### src/rtl/mem_port_arbiter.sv
// Arbiter sharing one single-port memory between instruction fetch (IF) and load/store (LS).
// Define MEM_ARB_FAIR_EN to enable the IF anti-starvation guard; otherwise LS has strict priority.
module mem_port_arbiter #(
    parameter int ADDR_WIDTH   = 32,
    parameter int BIT_WIDTH    = 32,
    parameter int MEM_LATENCY  = 1,
    parameter int STARVE_LIMIT = 3
) (
    input  logic                   clk,
    input  logic                   rst,
    input  logic                   if_req,
    input  logic [ADDR_WIDTH-1:0]  if_addr,
    output logic                   if_gnt,
    output logic                   if_done,
    output logic [BIT_WIDTH-1:0]   if_rdata,
    input  logic                   ls_req,
    input  logic                   ls_we,
    input  logic [ADDR_WIDTH-1:0]  ls_addr,
    input  logic [BIT_WIDTH-1:0]   ls_wdata,
    input  logic [BIT_WIDTH/8-1:0] ls_be,
    output logic                   ls_gnt,
    output logic                   ls_done,
    output logic [BIT_WIDTH-1:0]   ls_rdata,
    output logic                   mem_en,
    output logic                   mem_we,
    output logic [ADDR_WIDTH-1:0]  mem_addr,
    output logic [BIT_WIDTH-1:0]   mem_wdata,
    output logic [BIT_WIDTH/8-1:0] mem_be,
    input  logic [BIT_WIDTH-1:0]   mem_rdata
);

    // state | meaning
    // IDLE  | no access in flight, grant allowed
    // WAIT  | access issued, counting down memory latency
    // RESP  | done pulse for finished access, new grant allowed
    typedef enum logic [1:0] {IDLE, WAIT, RESP} state_t;

    localparam logic [3:0] LAT_INIT   = 4'(MEM_LATENCY);
    localparam logic [3:0] STARVE_MAX = 4'(STARVE_LIMIT);

    if (MEM_LATENCY < 1 || MEM_LATENCY > 15) begin : g_bad_lat
        $error("mem_port_arbiter: MEM_LATENCY out of range 1..15");
    end
    if (STARVE_LIMIT < 1 || STARVE_LIMIT > 15 || STARVE_MAX == 4'd0) begin : g_bad_starve
        $error("mem_port_arbiter: STARVE_LIMIT out of range 1..15");
    end
    if (BIT_WIDTH % 8 != 0) begin : g_bad_width
        $error("mem_port_arbiter: BIT_WIDTH must be a multiple of 8");
    end

    state_t     state;
    logic [3:0] lat_cnt;
    logic       owner_ls;
    logic       owner_st;
    logic       can_grant;
    logic       force_if;

`ifdef MEM_ARB_FAIR_EN
    logic [3:0] starve_cnt;

    assign force_if = if_req && (starve_cnt == STARVE_MAX);

    always_ff @(posedge clk or negedge rst) begin
        if (!rst) begin
            starve_cnt <= '0;
        end else if (if_gnt) begin
            starve_cnt <= '0;
        end else if (ls_gnt && if_req && (starve_cnt != STARVE_MAX)) begin
            starve_cnt <= starve_cnt + 4'd1;
        end
    end
`else
    assign force_if = 1'b0;
`endif

    // Reset gates the grant path so nothing is accepted while rst is low.
    assign can_grant = rst && ((state == IDLE) || (state == RESP));
    assign ls_gnt    = can_grant && ls_req && !force_if;
    assign if_gnt    = can_grant && if_req && !ls_gnt;
    assign mem_en    = ls_gnt || if_gnt;
    assign mem_we    = ls_gnt && ls_we;
    assign mem_be    = mem_we ? ls_be : '0;
    assign mem_addr  = ls_gnt ? ls_addr : if_addr;
    assign mem_wdata = ls_wdata;

    always_ff @(posedge clk or negedge rst) begin
        if (!rst) begin
            state    <= IDLE;
            lat_cnt  <= '0;
            owner_ls <= 1'b0;
            owner_st <= 1'b0;
            if_done  <= 1'b0;
            ls_done  <= 1'b0;
            if_rdata <= '0;
            ls_rdata <= '0;
        end else begin
            if_done <= 1'b0;
            ls_done <= 1'b0;
            case (state)
                IDLE, RESP: begin
                    if (mem_en) begin
                        state    <= WAIT;
                        lat_cnt  <= LAT_INIT;
                        owner_ls <= ls_gnt;
                        owner_st <= mem_we;
                    end else begin
                        state <= IDLE;
                    end
                end
                WAIT: begin
                    if (lat_cnt == 4'd1) begin
                        lat_cnt <= '0;
                        state   <= RESP;
                        if (owner_ls) begin
                            ls_done <= 1'b1;
                            if (!owner_st) begin
                                ls_rdata <= mem_rdata;
                            end
                        end else begin
                            if_done  <= 1'b1;
                            if_rdata <= mem_rdata;
                        end
                    end else begin
                        lat_cnt <= lat_cnt - 4'd1;
                    end
                end
                default: state <= IDLE;
            endcase
        end
    end

endmodule
### config.mk
export PLATFORM = sky130hd
export DESIGN_NAME = mem_port_arbiter
export DESIGN_NICKNAME = d
export VERILOG_FILES = /design/src/rtl/mem_port_arbiter.sv
export SDC_FILE = /design/constraint.sdc
export NUM_CORES = 1
export LEC_CHECK = 0
export ABC_CLOCK_PERIOD_IN_PS = 2900
export CORE_MARGIN = 2
export CORE_UTILIZATION = 34
export CTS_CLUSTER_DIAMETER = 200
export CTS_CLUSTER_SIZE = 24
export DETAILED_ROUTE_END_ITERATION = 10
export HOLD_SLACK_MARGIN = 0.12
export PLACE_DENSITY = 0.88
export SYNTH_ARGS = -nofsm -noshare
export SYNTH_HDL_FRONTEND = slang
export SYNTH_SLANG_ARGS = --single-unit
### constraint.sdc
create_clock -name clk -period 2.9 [get_ports clk]
set_clock_uncertainty 0.05 [all_clocks]
set_input_delay 0.58 -clock clk [delete_from_list [all_inputs] [get_ports clk]]
set_output_delay 0.58 -clock clk [all_outputs]
set_load 0.1 [all_outputs]
-- Word level (Yosys, flattened, before mapping)
Index checks and enable logic that the tools add are counted.
- register bits: 74
- bits of input ports: 137
- output and inout bits: 138
- add/sub/neg operators: 1
- equality and inequality tests: 5
- mux-type cells: 14
- bitwise gates (word level): 2
- reductions and logical operators: 15
- operators with widths (kind ; count):
    32-bit two-way mux ; 1
    4-bit two-way mux ; 3
    4-bit case mux with 2 select lines ; 1
    1-bit two-way mux ; 7
    1-bit logical AND ; 5
    4-bit by 1-bit == test with 1-bit output (second input constant) ; 1
    2-bit inequality test (second input constant) ; 2
    2-bit case mux with 2 select lines ; 1
    2-bit AND reduction ; 2
    4-bit AND reduction ; 1
    4-bit by 1-bit subtractor with 4-bit output (second input constant) ; 1
    3-bit AND reduction ; 1
    2-bit by 1-bit == test with 1-bit output (second input constant) ; 1
    2-bit == test (second input constant) ; 1
    2-bit zero test ; 1
    1-bit logical OR ; 2
    2-bit two-way mux ; 1
    1-bit NOT ; 2
    2-bit nonzero test ; 1
    2-bit OR reduction ; 1
    1-bit zero test ; 1

-- Longest topological paths before layout
Gate-level depths: netlist of the first run.
- depth in word-level cells: 9
- gate-level depth with buffers: 7
- gate-level depth less buffers: 5

-- Least setup slack after synthesis of the first run
Ideal clock, no wire load.
- path kind: input port to output port
- start: input rst
- end: output mem_be[0]
- arrival: 2.824 ns
- data required time: 2.270 ns
- slack: -0.554 ns
- stages: 4
- cells stage by stage: nor2b_1 and3_1 clkbuf_1 and2_1
- word-level cells in the longest chain between the ends: 4
- RTL lines (what ; line ; source):
    from (decl) ; 10 ; input logic rst,
    1-bit logical AND ; 77 ; assign can_grant = rst && ((state == IDLE) || (state == RESP));
    1-bit logical AND ; 78 ; assign ls_gnt = can_grant && ls_req && !force_if;
    1-bit logical AND ; 81 ; assign mem_we = ls_gnt && ls_we;
    via mem_we ; 25 ; output logic mem_we,
    4-bit two-way mux ; 82 ; assign mem_be = mem_we ? ls_be : '0;
    to (decl) ; 28 ; output logic [BIT_WIDTH/8-1:0] mem_be,
The timed path passes the listed nets, and every way through them passes these cells.

-- Final worst setup path of the first run
- start: input ls_req
- end: output mem_addr[23]
- word-level cells in the longest chain between the ends: 2
- RTL lines (what ; line ; source):
    from (decl) ; 16 ; input logic ls_req,
    1-bit logical AND ; 78 ;
    32-bit two-way mux ; 83 ; assign mem_addr = ls_gnt ? ls_addr : if_addr;
    to (decl) ; 26 ; output logic [ADDR_WIDTH-1:0] mem_addr,
Every way passes these cells.

==> results of run 1 <==
==> per-layer routing <==
layer / track usage [%] / vias up / part of all wire (%)
li1: - / 1221 / -
met1: 20.2 / 1295 / 33
met2: 36.9 / 181 / 52
met3: 12.2 / 16 / 13
met4: 8.52 / 0 / 2.7
met5: 0 / - / 0
==> registers in the layout, indices dropped and copies added (netlist names) <==
register  cells
lat_cnt       4
ls_done       1
owner_st      1
ls_rdata     32
if_rdata     32
owner_ls      1
state         2
if_done       1
==> final timing paths <==
check / from / end / depth (start not counted)
max: ls_req / mem_addr[23] / 5
min: rst / state[1] / 2
max reg2reg: lat_cnt[1] / if_rdata[13] / 6
min reg2reg: owner_st / owner_st / 1
max in group asynchronous: rst / lat_cnt[3] / 2
min in group clk: owner_st / owner_st / 1
==> synthesized netlist by cell type <==
master / instances / area share [%]
o22ai_1: 3 / 0.52
xnor2_1: 1 / 0.24
buf_4: 32 / 6.6
buf_12: 3 / 1.7
a21o_1: 2 / 0.41
or2_2: 1 / 0.17
inv_1: 6 / 0.62
buf_6: 1 / 0.31
a21oi_1: 2 / 0.28
mux2_2: 67 / 21
dfrtp_1: 74 / 51
nand4b_1: 1 / 0.24
or3_1: 1 / 0.17
a22oi_1: 1 / 0.21
and3_1: 2 / 0.34
nor3b_1: 1 / 0.21
or3b_4: 1 / 0.31
ha_1: 2 / 0.69
clkbuf_1: 4 / 0.41
nand2_1: 7 / 0.72
nor3_1: 1 / 0.14
a32o_1: 1 / 0.28
buf_1: 3 / 0.31
mux2_4: 29 / 12
nand2b_1: 1 / 0.17
nor2b_1: 2 / 0.34
nor2_1: 2 / 0.21
and2_1: 4 / 0.69
==> critical path: stages <==
cell             delay, ps
clkdlybuf4s50_1        440
nand2_1                200
buf_12                 240
mux2_2                 430
buf_12                 190
==> cell type report <==
| class | count | area, sq um |
|---|---|---|
| Fill cell | 844 | 4320 |
| Inverter | 6 | 22.5 |
| Clock buffer | 12 | 145 |
| Timing Repair Buffer | 218 | 2410 |
| Tap cell | 136 | 170 |
| Sequential cell | 74 | 1850 |
| Clock inverter | 4 | 26.3 |
| Multi-Input combinational cell | 132 | 1430 |
==> cells by family (layout without fill, tap and decap cells) <==
family                   count (synthesis)  in the layout  share of synthesized area [%]
multiplexers                            96             96                           32.8
flip-flops                              74             74                           51.0
buffers and inverters                   49            240                           9.92
AND/OR/NAND/NOR                         24             24                           3.72
AO/OA/AOI/OAI                            9              9                           1.69
adder cells (fa/ha/maj)                  2              2                          0.689
XOR/XNOR                                 1              1                          0.241
==> layout by cell type (no fill, tap or decap), drive strengths merged, types with 3 or more instances in the layout <==
master	synthesis	routed
and2	4	4
buf	39	115
clkbuf	4	12
clkdlybuf4s50	0	103
dfrtp	74	74
inv	6	7
mux2	96	96
nand2	7	7
o22ai	3	3
==> stage by stage <==
step / cells / utilization [%] / cell area (sq um) / hold slack [ps]
6_report: 582 / 58.3 / 6050 / 416
2_1_floorplan: 255 / - / 3640 / 234
3_3_place_gp: 566 / 56.7 / 5880 / 408
3_5_place_dp: 566 / 56.7 / 5880 / 437
5_1_grt: 582 / 58.3 / 6050 / 470
4_1_cts: 582 / 58.3 / 6050 / 437
==> metrics.cfg, run 1 <==
[clocking]
postCtsResizedCells=0
cts_tree=built
clockBufferDepth=2
cts_made_buffers=9
clk_latency_ps=340
clkTransAtPathRegs_ps=80
ctsHoldBuffers=0
post_cts_buffers=0
cts-root-buf=clkbuf_8
cts_max_level=3
cts_num_sinks=74

[grt]
antenna_found_initial=0
grt_util_all_layers_pct=21.0
grt_overflow_total=0
grt_pass1_wl_mm=17.6
grt_max_degree=75
grt_pass1_vias=3114

[detailed_routing]
drc=0
wl_per_cell_microns=20.5
drt-initial-drc-count=108
wirelength_mm=12.0
viasPerCell=4.66
vias=2713
dr.pass1.iters=4
ant_nets=0

[floorplan]
start_util_pct=35.0
ioPinCount=275
rows=37
die_y_microns=107
core_sq_um=10400
die_area_sq_um=11500
fp.dieW_microns=107

[logic_synthesis]
synthCells=255
ys_seq_area_share_pct=51.0
synth.distinct_cells=28
synth-seq-cells=74
netlist_area_sq_um=3630
synth_nets=394
ys_warn_count=0
avgSynthCellArea_sq_um=14.2

[worst_hold_path]
min_path_type=input port to async pin

[place]
port_buffers=210
pre_cts_slack_ps=169
place_hpwl_mm=9.71
gp_congestion=0.850

[sta]
slew_headroom_pct=38.9
rsz0062_at_grt=false
hold_violations=0
fin_ws_ps=167
drv_slew=0
min_period_ps=2730
fin_tns_setup_ps=0
clock.fmax_mhz=366
setup_viol=0
timing.final.crit_share_pct=94.2
worstMarginPinSlew_ps=916

[outcome]
status=finished, final reports clean

[finish]
nNetsFinal=580
antenna_cells=0
area_growth_pct=66.6
drive_above_1_share_pct=52.0

[critical_path]
endpoint_kind=output port
worst-r2r-setup-slack_ps=640
critPathLaunchType=input port
path_max_fanout=30
crit_type=input port to output port
required_ps=2270
cp.arrival_ps=2100

[flow_run]
max_cap_viol_count=0

Power of run 1 is left out: the tool's default activity adds up to more than one toggle a clock period on the data nets, which glitch-free logic cannot reach.
==> run 2, diff against run 1 <==
--- a/config.mk
+++ b/config.mk
@@ -6,8 +6,10 @@
 export NUM_CORES = 1
 export LEC_CHECK = 0
 export ABC_CLOCK_PERIOD_IN_PS = 2900
+export CELL_PAD_IN_SITES_DETAIL_PLACEMENT = 0
+export CELL_PAD_IN_SITES_GLOBAL_PLACEMENT = 1
 export CORE_MARGIN = 2
-export CORE_UTILIZATION = 34
+export CORE_UTILIZATION = 25
 export CTS_CLUSTER_DIAMETER = 200
 export CTS_CLUSTER_SIZE = 24
 export DETAILED_ROUTE_END_ITERATION = 10
==> run 2 against run 1 <==
Compared with the run above: non-clock buffer count decreased by 2; flip-flop and latch count stayed put; maximum frequency grew 3.5%; first-iteration DRC count is 27% higher; die area is 35% higher; critical path type unchanged.
==> metrics.cfg, run 2 (synthesized netlist as in run 1, its figures left out) <==
[sta]
hold_violations=0
min_period_ps=2640
slew_headroom_pct=37.9
clock.fmax_mhz=379
timing.final.crit_share_pct=91.1
setup_viol=0
drv_slew=0
whs_ps=420
worstMarginPinSlew_ps=931
fin_tns_setup_ps=0
rsz0062_at_grt=false

[floorplan]
ioPinCount=275
core_sq_um=14400
start_util_pct=25.3
die_area_sq_um=15500
fp.dieW_microns=125
die_y_microns=125
rows=44

[finish]
nNetsFinal=578
final_common_cell=clkdlybuf4s50_1
top_regs=if_rdata: 32 flops, ls_rdata: 32 flops, lat_cnt: 4 flops
area_growth_pct=71.8
drive_above_1_share_pct=52.0
layout_common_cells=103 x clkdlybuf4s50_1, 74 x dfrtp_1, 72 x buf_4, 67 x mux2_2, 40 x buf_12
antenna_cells=0

[detailed_routing]
drt-initial-drc-count=137
wirelength_mm=11.1
viasPerCell=4.35
vias=2729
dr.pass1.iters=4
wl_per_cell_microns=17.7
ant_nets=0
drc=0

[clocking]
clk_latency_ps=320
cts-root-buf=clkbuf_16
ctsHoldBuffers=0
cts_tree=built
cts_max_level=3
cts_num_sinks=74
clkTransAtPathRegs_ps=50
post_cts_buffers=0
postCtsResizedCells=0
cts_made_buffers=9
clockBufferDepth=2

[outcome]
status=finished, final reports clean

[place]
place_hpwl_mm=8.99
port_buffers=210
gp_congestion=0.911

[grt]
grt_max_degree=75
grt_pass1_wl_mm=16.8
grt_util_all_layers_pct=14.2
antenna_found_initial=0
grt_overflow_total=0
grt_pass1_vias=2900

[critical_path]
crit_type=input port to output port
cp.arrival_ps=2010
critPathLaunchType=input port
regToRegStartpoint=lat_cnt[1]
required_ps=2270
path_max_fanout=20
endpoint_kind=output port
r2r_cells=6
rr_endpoint=if_rdata[26]
worst-r2r-setup-slack_ps=560

[worst_hold_path]
min_path_type=flop to flop
min-delay-start=owner_st
hold_end=owner_st
hold_path_depth=1

[flow_run]
max_cap_viol_count=0

## run 2: layer usage
metal	track usage (%)	share of wire [%]	vias to the layer above
met5	0	0	-
met4	7.40	3.8	0
met3	5.28	8.5	17
met2	24.6	51	188
li1	-	-	1228
met1	15.1	36	1296
## run 2: metrics by stage
stage / utilization, % / std cells / worst slack (ps) / instance area, sq um
5_1_grt: 43.4 / 628 / 197 / 6240
3_3_place_gp: 41.1 / 612 / 317 / 5910
2_1_floorplan: - / 255 / 66.2 / 3640
3_5_place_dp: 41.1 / 612 / 270 / 5910
6_report: 43.4 / 628 / 260 / 6240
4_1_cts: 43.4 / 628 / 265 / 6240
## run 2: worst max-delay path by stage
| stage | slack, ps | end | cells after the start | startpoint |
|---|---|---|---|---|
| floorplan | 70 | if_gnt | 3 | rst |
| global placement | 320 | mem_addr[8] | 5 | ls_req |
| detailed placement | 270 | mem_addr[16] | 5 | ls_req |
| CTS | 270 | mem_addr[16] | 5 | ls_req |
| global route | 200 | mem_addr[9] | 5 | ls_req |
| finish | 260 | mem_addr[19] | 5 | ls_req |
## run 2: worst max-delay path, stage by stage
cell	delay, ps
clkdlybuf4s50_1	470
nand2_1	110
buf_4	260
mux2_2	410
buf_12	170
## run 2: cell type report
cell class | instances | area, sq um
Clock inverter | 4 | 73.8
Timing Repair Buffer | 216 | 2380
Fill cell | 1310 | 8130
Tap cell | 184 | 230
Sequential cell | 74 | 1850
Multi-Input combinational cell | 132 | 1430
Inverter | 6 | 22.5
Clock buffer | 12 | 256
Power of run 2 is left out for the same reason.
==> run 3, diff against run 2 <==
--- a/config.mk
+++ b/config.mk
@@ -6,6 +6,7 @@
 export NUM_CORES = 1
 export LEC_CHECK = 0
 export ABC_CLOCK_PERIOD_IN_PS = 2900
+export CAP_MARGIN = 20
 export CELL_PAD_IN_SITES_DETAIL_PLACEMENT = 0
 export CELL_PAD_IN_SITES_GLOBAL_PLACEMENT = 1
 export CORE_MARGIN = 2
==> results of run 3 <==
No change in the layout: final DEF, timing and power equal those of run 2.
Power of run 3 is left out for the same reason.
